==> config.mk <==
export PLATFORM = sky130hd
export DESIGN_NAME = morse_symbol_controller
export DESIGN_NICKNAME = d
export VERILOG_FILES = /design/src/rtl/morse_pkg.sv /design/src/rtl/morse_token_slot.sv /design/src/rtl/morse_symbol_controller.sv
export SDC_FILE = /design/constraint.sdc
export NUM_CORES = 1
export LEC_CHECK = 0
export ABC_AREA = 1
export CORE_AREA = 4 4 60 62
export CTS_CLUSTER_SIZE = 16
export DETAILED_ROUTE_END_ITERATION = 7
export DIE_AREA = 0 0 64 66
export PLACE_DENSITY = 0.8
export RECOVER_POWER = 50
export SYNTH_ARGS = -nofsm -noshare
export SYNTH_HDL_FRONTEND = slang
export SYNTH_SLANG_ARGS = --single-unit
==> constraint.sdc <==
create_clock -name clk -period 1.4 [get_ports clk]
set_input_delay 0.28 -clock clk [delete_from_list [all_inputs] [get_ports clk]]
set_output_delay 0.28 -clock clk [all_outputs]
set_load 0.005 [all_outputs]
==> src/rtl/morse_pkg.sv <==
// morse_pkg: shared symbol-FSM state encoding and token length constants.
package morse_pkg;
  typedef enum logic [1:0] {IDLE, COLLECT, OVF} state_e;
  localparam int MORSE_LEN_W = 3;
  localparam logic [MORSE_LEN_W-1:0] MORSE_MAX_LEN = MORSE_LEN_W'(5);
  localparam logic [MORSE_LEN_W-1:0] MORSE_SPACE_LEN = '0;
endpackage

==> src/rtl/morse_token_slot.sv <==
// morse_token_slot: one-entry valid/ready token register with a saturating drop counter.
module morse_token_slot
  import morse_pkg::*;
#(
  parameter int DROP_W = 8
) (
  input  logic                   clk,
  input  logic                   reset_n,
  input  logic                   push,
  input  logic [4:0]             push_code,
  input  logic [MORSE_LEN_W-1:0] push_len,
  input  logic                   drop_extra,
  input  logic                   char_ready,
  output logic                   free,
  output logic                   char_valid,
  output logic [4:0]             char_code,
  output logic [MORSE_LEN_W-1:0] char_len,
  output logic [DROP_W-1:0]      drop_cnt
);
  logic                   valid_q, valid_d;
  logic [4:0]             code_q, code_d;
  logic [MORSE_LEN_W-1:0] len_q, len_d;
  logic [DROP_W-1:0]      drop_q, drop_d;
  logic                   load, drop_ev;
  always_comb begin
    free    = !valid_q || char_ready;
    load    = push && free;
    drop_ev = (push && !free) || drop_extra;
    valid_d = load || (valid_q && !char_ready);
    code_d  = load ? push_code : code_q;
    len_d   = load ? push_len : len_q;
    drop_d  = (drop_ev && drop_q != '1) ? drop_q + 1'b1 : drop_q;
  end
  always_ff @(posedge clk or negedge reset_n)
    if (!reset_n) begin
      valid_q <= 1'b0;
      code_q  <= '0;
      len_q   <= '0;
      drop_q  <= '0;
    end else begin
      valid_q <= valid_d;
      code_q  <= code_d;
      len_q   <= len_d;
      drop_q  <= drop_d;
    end
  assign char_valid = valid_q;
  assign char_code  = code_q;
  assign char_len   = len_q;
  assign drop_cnt   = drop_q;
endmodule

==> src/rtl/morse_symbol_controller.sv <==
// morse_symbol_controller: assembles dot/dash pulses into symbols and commits tokens on gaps.
// Optional MORSE_WG_SPACE_EN: word gaps additionally emit a single space token.
module morse_symbol_controller
  import morse_pkg::*;
#(
  parameter int DROP_W = 8
) (
  input  logic                   clk,
  input  logic                   reset_n,
  input  logic                   dot,
  input  logic                   dash,
  input  logic                   lg,
  input  logic                   wg,
  output logic [4:0]             sym_code,
  output logic [MORSE_LEN_W-1:0] sym_len,
  output logic                   ovf,
  output logic                   char_valid,
  input  logic                   char_ready,
  output logic [4:0]             char_code,
  output logic [MORSE_LEN_W-1:0] char_len,
  output logic [DROP_W-1:0]      drop_cnt
);
  state_e                 state_q, state_d;
  logic [4:0]             code_q, code_d;
  logic [MORSE_LEN_W-1:0] len_q, len_d;
  logic                   elem, gap, commit, free, space_load;
  always_comb begin
    elem    = dot ^ dash;
    gap     = lg || wg;
    commit  = gap && state_q == COLLECT;
    state_d = state_q;
    code_d  = code_q;
    len_d   = len_q;
    if (gap) begin
      state_d = IDLE;
      code_d  = '0;
      len_d   = '0;
    end
    // a gap closes the old symbol first, so a coincident element starts a new one
    if (elem) begin
      if (gap || state_q == IDLE) begin
        state_d = COLLECT;
        code_d  = {4'b0, dash};
        len_d   = MORSE_LEN_W'(1);
      end else if (state_q == COLLECT && len_q == MORSE_MAX_LEN) begin
        state_d = OVF;
      end else if (state_q == COLLECT) begin
        code_d[len_q] = dash;
        len_d         = len_q + 1'b1;
      end
    end
  end
  always_ff @(posedge clk or negedge reset_n)
    if (!reset_n) begin
      state_q <= IDLE;
      code_q  <= '0;
      len_q   <= '0;
    end else begin
      state_q <= state_d;
      code_q  <= code_d;
      len_q   <= len_d;
    end
`ifdef MORSE_WG_SPACE_EN
  logic pend_q, pend_d, seen_q, seen_d, letter_load;
  always_comb begin
    space_load  = pend_q && free;
    letter_load = commit && free && !space_load;
    pend_d      = space_load ? 1'b0 : (pend_q || (wg && (seen_q || letter_load)));
    seen_d      = space_load ? 1'b0 : (seen_q || letter_load);
  end
  always_ff @(posedge clk or negedge reset_n)
    if (!reset_n) begin
      pend_q <= 1'b0;
      seen_q <= 1'b0;
    end else begin
      pend_q <= pend_d;
      seen_q <= seen_d;
    end
`else
  assign space_load = 1'b0;
`endif
  morse_token_slot #(.DROP_W(DROP_W)) u_slot (
    .clk        (clk),
    .reset_n    (reset_n),
    .push       (commit || space_load),
    .push_code  (space_load ? 5'b0 : code_q),
    .push_len   (space_load ? MORSE_SPACE_LEN : len_q),
    .drop_extra (space_load && commit),
    .char_ready (char_ready),
    .free       (free),
    .char_valid (char_valid),
    .char_code  (char_code),
    .char_len   (char_len),
    .drop_cnt   (drop_cnt)
  );
  assign sym_code = code_q;
  assign sym_len  = len_q;
  assign ovf      = state_q == OVF;
endmodule

# After elaboration in Yosys (flattened, before gate mapping)
# Cells that the tools add are included.
# W data, S select, Z words.
# totals
regBits	27
elab_cells	48
output_inout_bits	26
inputBits	7
# classes
n_mux	17
eq_ne	4
magnitude_cmp	2
n_addsub	2
n_reduce_logical	15
bitwise_logic	1
# op_table
cell	count
$mux W5	5
$mux W3	5
$add A8 B1 Y8 const B	1
$mux W2	4
$ne A8 B8 Y1 const B	1
$logic_and A1 B1 Y1	7
$bwmux W5	1
$logic_or A1 B1 Y1	4
$lt A3 B4 Y1 const B	1
$add A3 B1 Y3 const B	1
$demux W1 S3	1
$eq A3 B3 Y1 const B	1
$ge A3 B1 Y1 const B	1
$logic_not A1 Y1	3
$eq A2 B1 Y1 const B	1
$eq A2 B2 Y1 const B	1
$logic_not A2 Y1	1
$mux W1	1
$xor A1 B1 Y1	1

# Longest topological paths before layout
# logic_depth
word_depth	9
mapped_depth	9
mapped_depth_nobuf	9

# By module
# From an unflattened synthesis, not the netlist that was laid out.
# unflattened
hier_cells	207
hier_area_um2	1534.0
# by_module_without_submodules
module	cells_per_inst	n_inst	area_each_um2	seq_area_each_um2
morse_token_slot	108	1	859.6	425.4
morse_symbol_controller	99	1	674.4	250.2

# Worst setup path after synthesis
# OpenSTA, ideal clock, no wires.
# synth_timing
path_type	register to register
from	reg len_q[1] (netlist: sym_len[1])
to	reg code_q[3] (netlist: sym_code[3])
path_slack_ns	0.152
arrival_time_ns	1.131
n_path_buf	0
required_time_ns	1.283
stages_incl_launch_ff	9
period_less_slack_ns	1.248
setup_ns	0.117
cell_sequence	dfrtp_1 inv_1 ha_1 nand2_1 nand2_2 inv_1 nand3_1 nor2_1 nor2_1
# synth_between
elab_chain_cells	9
elab_cells_between_ends	12
cone_classes	order compare (2); eq/ne (1); mux (7); reduce/logical (2)
# synth_lines
element	line	source
start, declared	morse_symbol_controller.sv:25	logic [MORSE_LEN_W-1:0] len_q, len_d;
start signal, assigned	morse_symbol_controller.sv:61	len_q <= len_d;
$lt A3 B4 Y1 (not written as such) / $ge A3 B1 Y1 (equally long branches)	morse_symbol_controller.sv:48	code_d[len_q] = dash;
$logic_and A1 B1 Y1 (not written as such)	morse_symbol_controller.sv:48	
$mux W1 (not written as such)	morse_symbol_controller.sv:48	
$demux W1 S3	morse_symbol_controller.sv:48	
$bwmux W5	morse_symbol_controller.sv:48	
$mux W5	morse_symbol_controller.sv:47	end else if (state_q == COLLECT) begin
$mux W5 *	morse_symbol_controller.sv:45	end else if (state_q == COLLECT && len_q == MORSE_MAX_LEN) begin
$mux W5 *	morse_symbol_controller.sv:41	if (gap || state_q == IDLE) begin
$mux W5 *	morse_symbol_controller.sv:40	if (elem) begin
net code_d[3]	morse_symbol_controller.sv:24	logic [4:0] code_q, code_d;
end signal, assigned	morse_symbol_controller.sv:60	code_q <= code_d;
end, declared	morse_symbol_controller.sv:24	
# The timed path passes the listed nets; every way through them passes the cells marked *.
# A chain may end at the register's enable or synchronous reset.

# Final worst setup path
# layout_timing
from	reg len_q[0] (netlist: sym_len[0])
to	reg code_q[2] (netlist: sym_code[2])
# Same word-level chain as after synthesis.

==> Flow_metrics.wiki <==
{| class="wikitable"
! Metric !! Value
|-
| Global routing met3 resource utilization || 1.70%
|-
| Average routed wire per standard cell || 13.4 µm
|-
| Hold Vio Cnt, Final || 0
|-
| Clock-pin slew of the registers on the worst-case setup and hold paths || 140 ps
|-
| CTS Sinks || 27
|-
| Count of synthesis-stage warnings from yosys || 0
|-
| Chip Height || 66 µm
|-
| Arrival time reported for the critical path endpoint || 1730 ps
|-
| Cell area reported after detailed placement || 1950 µm²
|-
| Run status || finished, violations left
|-
| Number of cells on the worst reg-to-reg path || 7
|-
| Post-synthesis cell type count || 25
|-
| Number of levels the H-tree was split into || 1
|-
| Placed insts || 277
|-
| Worst-case clock skew || 7.05 ps
|-
| Crit-path leading delay family || simple AND/OR/NAND/NOR gates
|-
| Clock tree buffer depth || 2
|-
| Worst-skew pair later-pin latency || 330 ps
|-
| Relative contribution of sequential cells to total power || 43.0%
|-
| Tightest hold margin || 476 ps
|-
| Met1 track utilization from global routing || 23.3%
|-
| Post-synthesis cell type with the largest combined area || sky130_fd_sc_hd__dfrtp_1
|-
| Int Pwr || 1450 µW
|-
| Max Cap Violations || 0
|-
| Placeable core area || 3030 µm²
|-
| Vias after detailed routing || 1,515
|-
| Number of antenna cells inserted || 0
|-
| Layer with the highest usage || met2
|-
| Cell types with the largest area share after synthesis || sky130_fd_sc_hd__dfrtp_1, sky130_fd_sc_hd__nand2_1, sky130_fd_sc_hd__inv_1
|-
| Synthesis-to-finish area growth || 48.8%
|-
| Category of the most critical setup path || reg2reg
|-
| Proportion of power drawn by the clock network || 15.4%
|-
| Class of the tightest hold or removal check || in2async
|-
| Final cell count without fillers || 304
|-
| Residual overflow from global routing || 0
|-
| Sequential element share of the synthesized area || 46.0%
|-
| Overall track demand over capacity in global routing || 17.7%
|-
| Comb power frac || 41.6%
|-
| Area of the mapped netlist || 1470 µm²
|-
| Synthesized instance count || 189
|-
| Instance count on the critical path || 7
|-
| Detailed-router iteration count before antenna repair || 5
|-
| Detailed-placement wirelength estimate || 2560 µm
|-
| Remaining number of nets flagged by the antenna check after routing || 0
|-
| Fmax achieved || 677 MHz
|-
| Die Span X || 64 µm
|-
| Final design area excluding fillers || 2180 µm²
|-
| Power density over the cells || 1020 nW/µm²
|-
| Number of buffers inserted by hold repair at cts || 0
|-
| CTS tree || yes
|-
| Final critical delay including setup and external delays || 1480 ps
|-
| DRC viols || 0
|-
| Biggest fanout along the worst timing path || 5
|-
| Fraction of post-synthesis cell area in the top cell type by area || 46.0%
|-
| RSZ-0062 raised after global routing || true
|-
| Ratio of routed vias to standard cells || 4.98
|-
| Ratio of final minimum period to clock period || 105%
|-
| Grt met2 use || 29.7%
|-
| Slew HR || 56.2%
|-
| Worst vdd rail ir drop || 418 µV
|-
| Drt first-iter violations || 130
|-
| Total clock buffers created by CTS || 3
|-
| Violations in the final reports || setup timing
|-
| Root buf cell || sky130_fd_sc_hd__clkbuf_4
|-
| Avg Inst Size Synth || 7.77 µm²
|-
| Final-stage net count || 271
|-
| Final weighted congestion in routability-driven placement || 0.875
|-
| Commonest cells in the synthesized netlist || sky130_fd_sc_hd__nand2_1, sky130_fd_sc_hd__dfrtp_1, sky130_fd_sc_hd__inv_1
|-
| Effective utilization at floorplan || 48.5%
|-
| Post-synth net total || 199
|-
| Via count of the first global-routing pass || 1,301
|-
| Area of the die || 4220 µm²
|-
| Critical path endpoint category || register
|-
| Delay of the slowest cell on the worst path || 420 ps
|-
| Buffers & Inverters on Critical Path || 1
|-
| Minimum setup slack among reg-to-reg paths || -80 ps
|-
| Setup slack of the critical path after layout || -76.6 ps
|-
| Total negative slack || -81.1 ps
|-
| Final core utilization || 72.1%
|-
| Worst slew pin tran || 656 ps
|-
| Sw Pwr || 765 µW
|-
| Cell with the biggest individual delay on the critical path || sky130_fd_sc_hd__dfrtp_1
|-
| Pins Over Slew Limit || 0
|-
| Final setup violation count || 2
|-
| Count of flip-flops with a built-in enable after synthesis || 0
|-
| Flops & latches, synth || 27
|-
| Global-route wire length before repair || 5780 µm
|-
| Synth async-reset ratio || 100%
|-
| Proportion of layout cells with a drive suffix above 1 || 25.8%
|-
| Largest net degree at the start of global routing || 28
|-
| Initial antenna violation count || 0
|-
| Port Buf Inserts || 32
|-
| Data required time at the worst endpoint || 1660 ps
|-
| Number of fill cells || 239
|-
| Sw frac || 34.5%
|-
| Top Ports || 33
|-
| Most instantiated flip-flop cell in the synthesis netlist || sky130_fd_sc_hd__dfrtp_1
|-
| WL final || 4070 µm
|-
| Leakage || 0.00118 µW
|-
| Cell breakdown of the critical path || buf_6 -> ha_4 -> nand2_2 -> nand2_4 -> nor2_4 -> nand3_2 -> a21oi_2
|-
| Leading cell type by number of instances after synthesis || sky130_fd_sc_hd__nand2_1
|-
| Crit path launch type || register
|-
| Placement row count || 20
|}
-- layout make-up --
class / instances / area (µm²) / share of cell area (%)
well taps: 44 / 55.1 / 2.52
flip-flops and latches: 27 / 677 / 31.0
clock buffers: 4 / 26.3 / 1.20
repair buffers: 68 / 564 / 25.8
multi-input cells: 133 / 753 / 34.5
inverters: 28 / 108 / 4.93
-- worst register-to-register path, cell delays in order (launching register included) --
cell and delay, ps:
sky130_fd_sc_hd__dfrtp_1 420, sky130_fd_sc_hd__buf_6 140, sky130_fd_sc_hd__ha_4 160, sky130_fd_sc_hd__nand2_2 100, sky130_fd_sc_hd__nand2_4 90, sky130_fd_sc_hd__nor2_4 200, sky130_fd_sc_hd__nand3_2 120, sky130_fd_sc_hd__a21oi_2 180
-- metrics by stage --
step / power [µW] / setup slack, ps
2_1_floorplan: 1350 / 152
3_3_place_gp: 1730 / -175
4_1_cts: 2140 / -51.8
5_1_grt: 2350 / -92.0
6_report: 2220 / -76.6
3_5_place_dp: 1760 / -231
-- state kept, by name, summed over array words and instances (netlist names) --
register	flops
u_slot.char_valid	1
u_slot.drop_cnt	8
sym_code	5
sym_len	3
u_slot.char_code	5
u_slot.char_len	3
state_q	2
-- layer usage --
metal	routed length [µm]	part of all wire, %	vias to the layer above
met3	236	5.8	17
li1	-	-	737
met1	1710	42	686
met4	109	2.7	0
met5	0	0	-
met2	2010	49	75
-- layout by cell type, fill, tap and decap left out, types with 3 or more instances in the layout --
cell type	count
sky130_fd_sc_hd__buf_4	34
sky130_fd_sc_hd__clkbuf_4	3
sky130_fd_sc_hd__clkdlybuf4s50_1	4
sky130_fd_sc_hd__dfrtp_1	26
sky130_fd_sc_hd__dlygate4sd2_1	24
sky130_fd_sc_hd__inv_1	24
sky130_fd_sc_hd__inv_2	3
sky130_fd_sc_hd__nand2_1	55
sky130_fd_sc_hd__nand2_2	3
sky130_fd_sc_hd__nand2_4	3
sky130_fd_sc_hd__nand3_1	10
sky130_fd_sc_hd__nand3_2	5
sky130_fd_sc_hd__nand4_1	3
sky130_fd_sc_hd__nor2_1	15
sky130_fd_sc_hd__nor2_2	3
sky130_fd_sc_hd__o21ai_0	13
sky130_fd_sc_hd__xnor2_1	4
-- worst paths after layout --
check | start | endpoint
min reg2reg | u_slot.char_code[0] | u_slot.char_code[0]
max reg2reg | sym_len[0] | sym_code[2]
min in group clk | dot | sym_code[0]
min | reset_n | sym_len[2]
max in group asynchronous | reset_n | sym_len[1]
max | sym_len[0] | sym_code[2]
-- what timing repair did --
item,4_1_cts,5_1_grt
gates cloned,0,1
endpoints found under the setup margin,26,15
pin swaps,2,9
gates resized for setup,27,22
buffers inserted,19,4
-- power by group through the flow --
stage	logic, µW	clock network [µW]	registers (µW)
floorplan	335	0	1020
finish	922	342	954
global route	1010	364	972
global placement	712	0	1020
detailed placement	733	0	1020
CTS	838	344	954
-- kinds of logic (layout without fill, tap and decap cells) --
kind of cell	Yosys count	after routing	share of synthesized area [%]
AND/OR/NAND/NOR	102	103	31.8
XOR/XNOR	7	7	4.69
flip-flops	27	27	46.0
buffers and inverters	30	100	7.84
adder cells (fa/ha/maj)	3	3	2.56
AO/OA/AOI/OAI	20	20	7.08
No activity file was read; power rests on OpenSTA's default activity.
